<file path="config.mk">
export PLATFORM = sky130hd
export DESIGN_NAME = wb_riot
export DESIGN_NICKNAME = d
export VERILOG_FILES = /design/src/rtl/wb_riot.sv
export SDC_FILE = /design/constraint.sdc
export NUM_CORES = 1
export LEC_CHECK = 0
export CAP_MARGIN = 10
export CORE_AREA = 2 2 134 97
export CTS_CLUSTER_DIAMETER = 200
export CTS_CLUSTER_SIZE = 20
export DETAILED_ROUTE_END_ITERATION = 12
export DIE_AREA = 0 0 136 99
export PLACE_DENSITY = 0.57
export SYNTH_ARGS = -nofsm -noshare
export SYNTH_HDL_FRONTEND = slang
export SYNTH_SLANG_ARGS = --single-unit
export TNS_END_PERCENT = 30
</file>
<file path="constraint.sdc">
create_clock -name clk_i -period 2.9 [get_ports clk_i]
set_input_delay 0.87 -clock clk_i [delete_from_list [all_inputs] [get_ports clk_i]]
set_output_delay 0.87 -clock clk_i [all_outputs]
set_load 0.005 [all_outputs]
</file>
<file path="src/rtl/wb_riot.sv">
// Wishbone RIOT-style peripheral: up to two bidirectional I/O ports, an interval
// timer with 1/8/64/1024 prescale, and an edge detector on port 0's MSB.
module wb_riot #(
   parameter int NPORT = 2,
   parameter int DW    = 8,
   parameter int SYNC  = 2
) (
   input  logic                  clk_i,
   input  logic                  rst_i,
   input  logic                  stb_i,
   input  logic                  we_i,
   input  logic [6:0]            adr_i,
   input  logic [7:0]            dat_i,
   output logic                  ack_o,
   output logic [7:0]            dat_o,
   input  logic                  ready,
   input  logic [NPORT*DW-1:0]   port_i,
   output logic [NPORT*DW-1:0]   port_o,
   output logic [NPORT*DW-1:0]   port_oe,
   output logic                  irq_o
);

   typedef enum logic [1:0] {IVL_1, IVL_8, IVL_64, IVL_1024} ivl_e;

   logic [NPORT*DW-1:0]     sync_q [SYNC];
   logic [NPORT-1:0][DW-1:0] or_q, ddr_q, pin_s;
   logic [7:0]  intim_q;
   logic [10:0] presc_q;
   ivl_e        ivl_q;
   logic        fast_q, timint_q, edgeint_q, tim_ie_q, edge_ie_q, edge_rise_q, edge_prev_q;

   logic        accept, wr, rd, timer_load, edge_wr, intim_rd, flag_rd;
   logic        timer_tick, underflow, edge_msb, edge_evt;
   logic [10:0] ivl_last;
   logic [7:0]  rd_data;

   assign pin_s   = sync_q[SYNC-1];
   assign port_o  = or_q;
   assign port_oe = ddr_q;

   assign accept     = stb_i & ~ack_o;
   assign wr         = accept & we_i;
   assign rd         = accept & ~we_i;
   assign timer_load = wr & ((adr_i[6:2] == 5'b00101) | (adr_i[6:2] == 5'b00111));
   assign edge_wr    = wr & (adr_i[6:2] == 5'b00001);
   assign intim_rd   = rd & ((adr_i == 7'h04) | (adr_i == 7'h06));
   assign flag_rd    = rd & ((adr_i == 7'h05) | (adr_i == 7'h07));

   // After an underflow the timer free-runs at one count per tick until reloaded.
   always_comb begin
      ivl_last = 11'd1023;
      unique case (ivl_q)
         IVL_1:    ivl_last = 11'd0;
         IVL_8:    ivl_last = 11'd7;
         IVL_64:   ivl_last = 11'd63;
         IVL_1024: ivl_last = 11'd1023;
      endcase
      if (fast_q) ivl_last = 11'd0;
   end

   assign timer_tick = ready & ~timer_load & (presc_q == ivl_last);
   assign underflow  = timer_tick & (intim_q == 8'h00);
   assign edge_msb   = pin_s[0][DW-1];
   assign edge_evt   = edge_rise_q ? (edge_msb & ~edge_prev_q) : (~edge_msb & edge_prev_q);

   // NOTE: every output of a combinational block gets a default first, so no latch is inferred.
   always_comb begin
      rd_data = 8'h00;
      for (int n = 0; n < NPORT; n++) begin
         if (adr_i == 7'(2*n))
            rd_data[DW-1:0] = (or_q[n] & ddr_q[n]) | (pin_s[n] & ~ddr_q[n]);
         if (adr_i == 7'(2*n+1))
            rd_data[DW-1:0] = ddr_q[n];
      end
      case (adr_i)
         7'h04, 7'h06: rd_data = intim_q;
         7'h05, 7'h07: rd_data = {timint_q, edgeint_q, 6'b0};
         default: ;
      endcase
   end

   // NOTE: state is updated with non-blocking assignments so every flop samples pre-edge values.
   always_ff @(posedge clk_i) begin
      if (rst_i) begin
         // NOTE: the synchroniser is a small flop array, so it is reset like any other state.
         for (int i = 0; i < SYNC; i++) sync_q[i] <= '0;
         ack_o       <= 1'b0;
         dat_o       <= 8'h00;
         irq_o       <= 1'b0;
         or_q        <= '0;
         ddr_q       <= '0;
         intim_q     <= 8'h00;
         presc_q     <= 11'd0;
         ivl_q       <= IVL_1024;
         fast_q      <= 1'b0;
         timint_q    <= 1'b0;
         edgeint_q   <= 1'b0;
         tim_ie_q    <= 1'b0;
         edge_ie_q   <= 1'b0;
         edge_rise_q <= 1'b0;
         edge_prev_q <= 1'b0;
      end else begin
         ack_o <= accept;
         irq_o <= (timint_q & tim_ie_q) | (edgeint_q & edge_ie_q);

         sync_q[0] <= port_i;
         for (int i = 1; i < SYNC; i++) sync_q[i] <= sync_q[i-1];
         edge_prev_q <= edge_msb;

         if (accept) dat_o <= we_i ? 8'h00 : rd_data;

         if (wr) begin
            for (int n = 0; n < NPORT; n++) begin
               if (adr_i == 7'(2*n))   or_q[n]  <= dat_i[DW-1:0];
               if (adr_i == 7'(2*n+1)) ddr_q[n] <= dat_i[DW-1:0];
            end
         end

         if (edge_wr) begin
            edge_rise_q <= adr_i[0];
            edge_ie_q   <= adr_i[1];
         end

         if (edge_evt)     edgeint_q <= 1'b1;
         else if (flag_rd) edgeint_q <= 1'b0;

         if (timer_load) begin
            intim_q  <= dat_i;
            presc_q  <= 11'd0;
            ivl_q    <= ivl_e'(adr_i[1:0]);
            tim_ie_q <= adr_i[3];
            fast_q   <= 1'b0;
         end else if (ready) begin
            if (timer_tick) begin
               presc_q <= 11'd0;
               intim_q <= intim_q - 8'd1;
               if (underflow) fast_q <= 1'b1;
            end else begin
               presc_q <= presc_q + 11'd1;
            end
         end

         // Load beats underflow, underflow beats a clearing read.
         if (timer_load)     timint_q <= 1'b0;
         else if (underflow) timint_q <= 1'b1;
         else if (intim_rd)  timint_q <= 1'b0;
      end
   end

endmodule

</file>
==> Yosys cells after proc, flatten, opt, wreduce, memory -nomap -nowiden <==
Memory sizes are Yosys's and may differ from the RTL's.
Index checks and enable logic that the tools add are counted.
{ "classes": {"add_sub_neg": 2, "n_eq_ne": 14, "n_mux": 22, "bitwise_logic": 33, "n_reduce_logical": 16} }
{ "op_table": {"columns": ["op", "count"], "rows": [
  ["$mux 8", 8],
  ["$pmux 11 s4", 1],
  ["$and 8x8->8", 4],
  ["$mux 16", 2],
  ["$eq 7x3->1 const B", 4],
  ["$mux 11", 2],
  ["$not 8->8", 2],
  ["$or 8x8->8", 2],
  ["$pmux 8 s2", 1],
  ["$and 1x1->1", 14],
  ["$eq 7x2->1 const B", 2],
  ["$add 11x1->11 const B", 1],
  ["$eq 11x11->1", 1],
  ["$eq 5x3->1 const B", 2],
  ["$reduce_and 2->1", 5],
  ["$logic_not 8->1", 1],
  ["$mux 1", 8],
  ["$reduce_bool 2->1", 4],
  ["$sub 8x1->8 const B", 1],
  ["$eq 7x1->1 const B", 1],
  ["$logic_not 7->1", 1],
  ["$or 1x1->1", 6],
  ["$reduce_or 2->1", 3],
  ["$eq 5x1->1 const B", 1],
  ["other kinds (5)", 10]
]} }
{ "totals": {"ff_bits": 70, "ramBits": 32, "input_bits": 36, "out_inout_bits": 42, "elab_cells": 105, "n_memories": 1} }
{ "memory_table": {"columns": ["memory", "depth", "word_bits", "rd", "rd_clocked_by_memory_dff", "wr", "line", "text"], "rows": [
  ["sync_q", 2, 16, 2, 0, 2, "25", "logic [NPORT*DW-1:0] sync_q [SYNC];"]
]} }

==> Depth between registers and ports, before layout <==
{ "logic_depth": {"ltp_word": 10, "depth_mapped": 7, "mapped_depth_nobuf": 7} }

==> Least setup slack after synthesis <==
Ideal clock, no wire load.
{ "synth_timing": {"path_type": "in2reg", "start": "in adr_i[6]", "end": "reg or_q (netlist bit port_o[0])", "setup_time_ns": 0.128, "arrival_ns": 2.378, "t_required_ns": 2.772, "path_slack_ns": 0.394, "path_stages": 5, "n_path_buf": 0, "path_cell_list": "or3_4 or4_4 nor3_4 mux2i_1 nor2_1"} }
{ "synth_between": {"elab_chain_len": 2} }
{ "synth_rtl": {"columns": ["element", "line", "text"], "rows": [
  ["start, declared", "12", "input logic [6:0] adr_i,"],
  ["$logic_not 7->1", "114", "if (adr_i == 7'(2*n)) or_q[n] <= dat_i[DW-1:0];"],
  ["$reduce_and 2->1 (no line)", null, null],
  ["end signal, assigned by index", "114", null],
  ["end, declared", "26", "logic [NPORT-1:0][DW-1:0] or_q, ddr_q, pin_s;"]
]} }
No other way between the ends.
A chain may end at the register's enable or synchronous reset.

==> Final worst setup path <==
{ "layout_timing": {"start": "in adr_i[6]", "end": "reg or_q (netlist bit port_o[4])"} }
Same word-level chain as after synthesis.

==> flow_summary.toml <==
[outcome]
outcome = "complete, no violations"

[yosys]
avgSynthCellArea_sq_um = 9.33
yosysTopAreaCell = "dfxtp_1"
synth_adder_area_share = 0.00596
yosysMostFrequentCell = "dfxtp_1"
yosys-mux-area-fraction = 0.0954
synth_top_family_by_area = "simple AND/OR/NAND/NOR gates"
synth_cell_types = 46
syn_nets = 488
async_reset_ff_frac = 0
yosys_most_used_dff = "dfxtp_1"
synth_seq_area_share = 0.486
ys_seq_elements = 102
ys_warn_count = 0
synth_common_cells = "dfxtp_1 (102), nor2_1 (70), mux2i_1 (40)"
synth-xor-area-share = 0.0250
synth_cells = 450
synth_area_leaders = "dfxtp_1 (49%), mux2i_1 (9.5%), nor2_1 (6.3%), nor2b_1 (5.5%), o21ai_0 (3.6%)"
synth_top_area_share = 0.486
syn_area_sq_um = 4200
synth_compound_area_frac = 0.111
synth_edf_count = 0
synthSimpleGateAreaFrac = 0.251

[layout]
nFillCells = 1213
drive_above_1_share = 0.0985
fin_nets = 582
area_growth_pct = 34.9
insertedDiodeCount = 0

[pwr]
max-vdd-ir-drop_mv = 0.294
power.leakage_nw = 2.08
power.density_nw_per_um2 = 514
total_power_mw = 2.91

[route]
ant_nets = 0
vias = 3491
firstDrtPassIters = 4
wl_microns = 10900
drt_iter0_drc = 201
avgRoutedWirePerCell_microns = 15.3
drcViolationCount = 0
via_per_inst = 4.92

[worst_setup_path]
crit_path_max_fanout = 8
critPathKind = "input pin to flip-flop"
r2r-end = "presc_q[5]$_SDFFE_PP0P_"
cp.required_ps = 3120
cp-start-kind = "input pin"
crit_path_start = "adr_i[6]"
r2r-start = "presc_q[6]$_SDFFE_PP0P_"
slowest_stage = "or4_4"
cp-end-kind = "flip-flop"
critPathArrivalTime_ps = 2820
path_cells = "clkdlybuf4s50_1 -> or3_4 -> or4_4 -> nor3_4 -> buf_12 -> mux2i_1 -> nor2_1"
worst_r2r_path_depth = 6
r2r_setup_slack_ps = 850
cp-endpoint = "port_o[4]$_SDFFE_PP0P_"
slowest_delay_ps = 460

[global_route]
grt_pass1_wl_microns = 17500
grt_usage = 0.168
grt_max_degree = 42
grt_overflow = 0
grt_pass1_vias = 3351
antenna_found_initial = 0

[die]
start_util = 0.345
pin_count = 78
core.rowCount = 34
coreArea_sq_um = 12200
die_area_sq_um = 13500
die_w_microns = 136
die_height_microns = 99

[clock_network]
tritoncts = "done"
root_buffer = "clkbuf_16"
holdBufCountCts = 0
cts_buffers = 9
cts_buffer_depth = 2
cts_resized = 0
clk_latency_ps = 340
clk_pin_slew_worst_paths_ps = 70
cts_setup_buffers = 0
htreeDepth = 3
cts_sinks = 102

[timing]
hold_violations = 0
max-slew-margin-rel = 0.543
worst_hold_slack_ps = 436
timing.final.ws_setup_ps = 301
max_freq_ghz = 0.385
drv_slew = 0
clock_skew_ps = 7.09
finalSetupViolations = 0
tightest_slew_ps = 679
period_share = 0.896
rsz0062_at_grt = "no"
min_period_ps = 2600

[placed_design]
gp_congestion = 0.779
port-buffer-count = 77
dp_hpwl_microns = 7960
place_ws_ps = -62.0

[min_path]
hp-class = "flip-flop to flip-flop"

[run]
cap_violations = 0
layout by cell type (no fill, tap or decap), types with 5 or more instances in the layout:
master,Yosys,routed
a21oi_1,14,14
a222oi_1,6,6
a22o_1,6,6
and3_1,5,5
buf_4,0,23
clkbuf_16,0,9
clkdlybuf4s50_1,0,76
dfxtp_1,102,102
inv_1,6,6
mux2i_1,40,40
nand2_1,18,18
nand2b_1,18,18
nand3_1,5,5
nand4_1,6,6
nor2_1,70,70
nor2b_1,37,37
nor3_1,8,8
o21ai_0,30,30
o22ai_1,5,5
xnor2_1,6,6
xor2_1,6,6
cell families (layout without fill, tap and decap cells):
| logic type | Yosys count | count (layout) |
|---|---|---|
| AND/OR/NAND/NOR | 194 | 194 |
| flip-flops | 102 | 102 |
| AO/OA/AOI/OAI | 73 | 73 |
| multiplexers | 40 | 40 |
| buffers and inverters | 27 | 125 |
| XOR/XNOR | 12 | 12 |
| adder cells (fa/ha/maj) | 2 | 2 |
power breakdown:
group / switching (mW) / leakage, nW / internal [mW]
Sequential: 0.0119 / 0.829 / 1.43
Clock: 0.513 / 0.159 / 0.778
Combinational: 0.0889 / 1.09 / 0.0936
Total: 0.614 / 2.08 / 2.30
final cells by class:
class | instances | area, sq um | area share
inverter | 6 | 22.5 | 0.00398
multi-input combinational | 321 | 2060 | 0.363
tap | 162 | 203 | 0.0358
timing repair buffer | 104 | 1020 | 0.180
clock inverter | 5 | 82.6 | 0.0146
clock buffer | 10 | 239 | 0.0422
sequential | 102 | 2040 | 0.361
routing by layer:
layer,part of all wire,vias to the layer above,GRT usage
met2,0.40,104,0.238
met3,0.060,12,0.0370
li1,-,1756,-
met4,0.013,0,0.0521
met1,0.52,1619,0.252
met5,0,-,0
critical path: cells and delay by family:
kind	cells	cell delay, ps
simple gates	4	1150
buf+inv	2	580
mux	1	210
through the flow:
stage / std cells / utilization / setup TNS [ps] / instance area, sq um
2_1_floorplan: 450 / - / 0 / 4200
5_1_grt: 710 / 0.466 / 0 / 5660
3_5_place_dp: 695 / 0.439 / -273 / 5340
6_report: 710 / 0.466 / 0 / 5660
4_1_cts: 710 / 0.466 / 0 / 5660
3_3_place_gp: 695 / 0.439 / -3.31 / 5340
state kept, by name, summed over array words and instances, names as in the netlist:
name	cells
edgeint_q	1
edge_prev_q	1
edge_rise_q	1
port_oe	16
presc_q	11
port_o	16
fast_q	1
dat_o	8
ivl_q	2
irq_o	1
tim_ie_q	1
ack_o	1
intim_q	8
edge_ie_q	1
timint_q	1
sync_q	32
worst min path at each step:
stage / slack (ps) / from / depth (start not counted) / end
after floorplan: 410 / sync_q[0][0]$_SDFF_PP0_ / 1 / sync_q[0][16]$_SDFF_PP0_
after global placement: 420 / sync_q[0][8]$_SDFF_PP0_ / 1 / sync_q[0][24]$_SDFF_PP0_
after detailed placement: 420 / sync_q[0][9]$_SDFF_PP0_ / 1 / sync_q[0][25]$_SDFF_PP0_
after CTS: 440 / sync_q[0][9]$_SDFF_PP0_ / 1 / sync_q[0][25]$_SDFF_PP0_
after global routing: 460 / sync_q[0][5]$_SDFF_PP0_ / 1 / sync_q[0][21]$_SDFF_PP0_
final: 440 / sync_q[0][5]$_SDFF_PP0_ / 1 / sync_q[0][21]$_SDFF_PP0_
No activity file was read; power rests on OpenSTA's default activity.
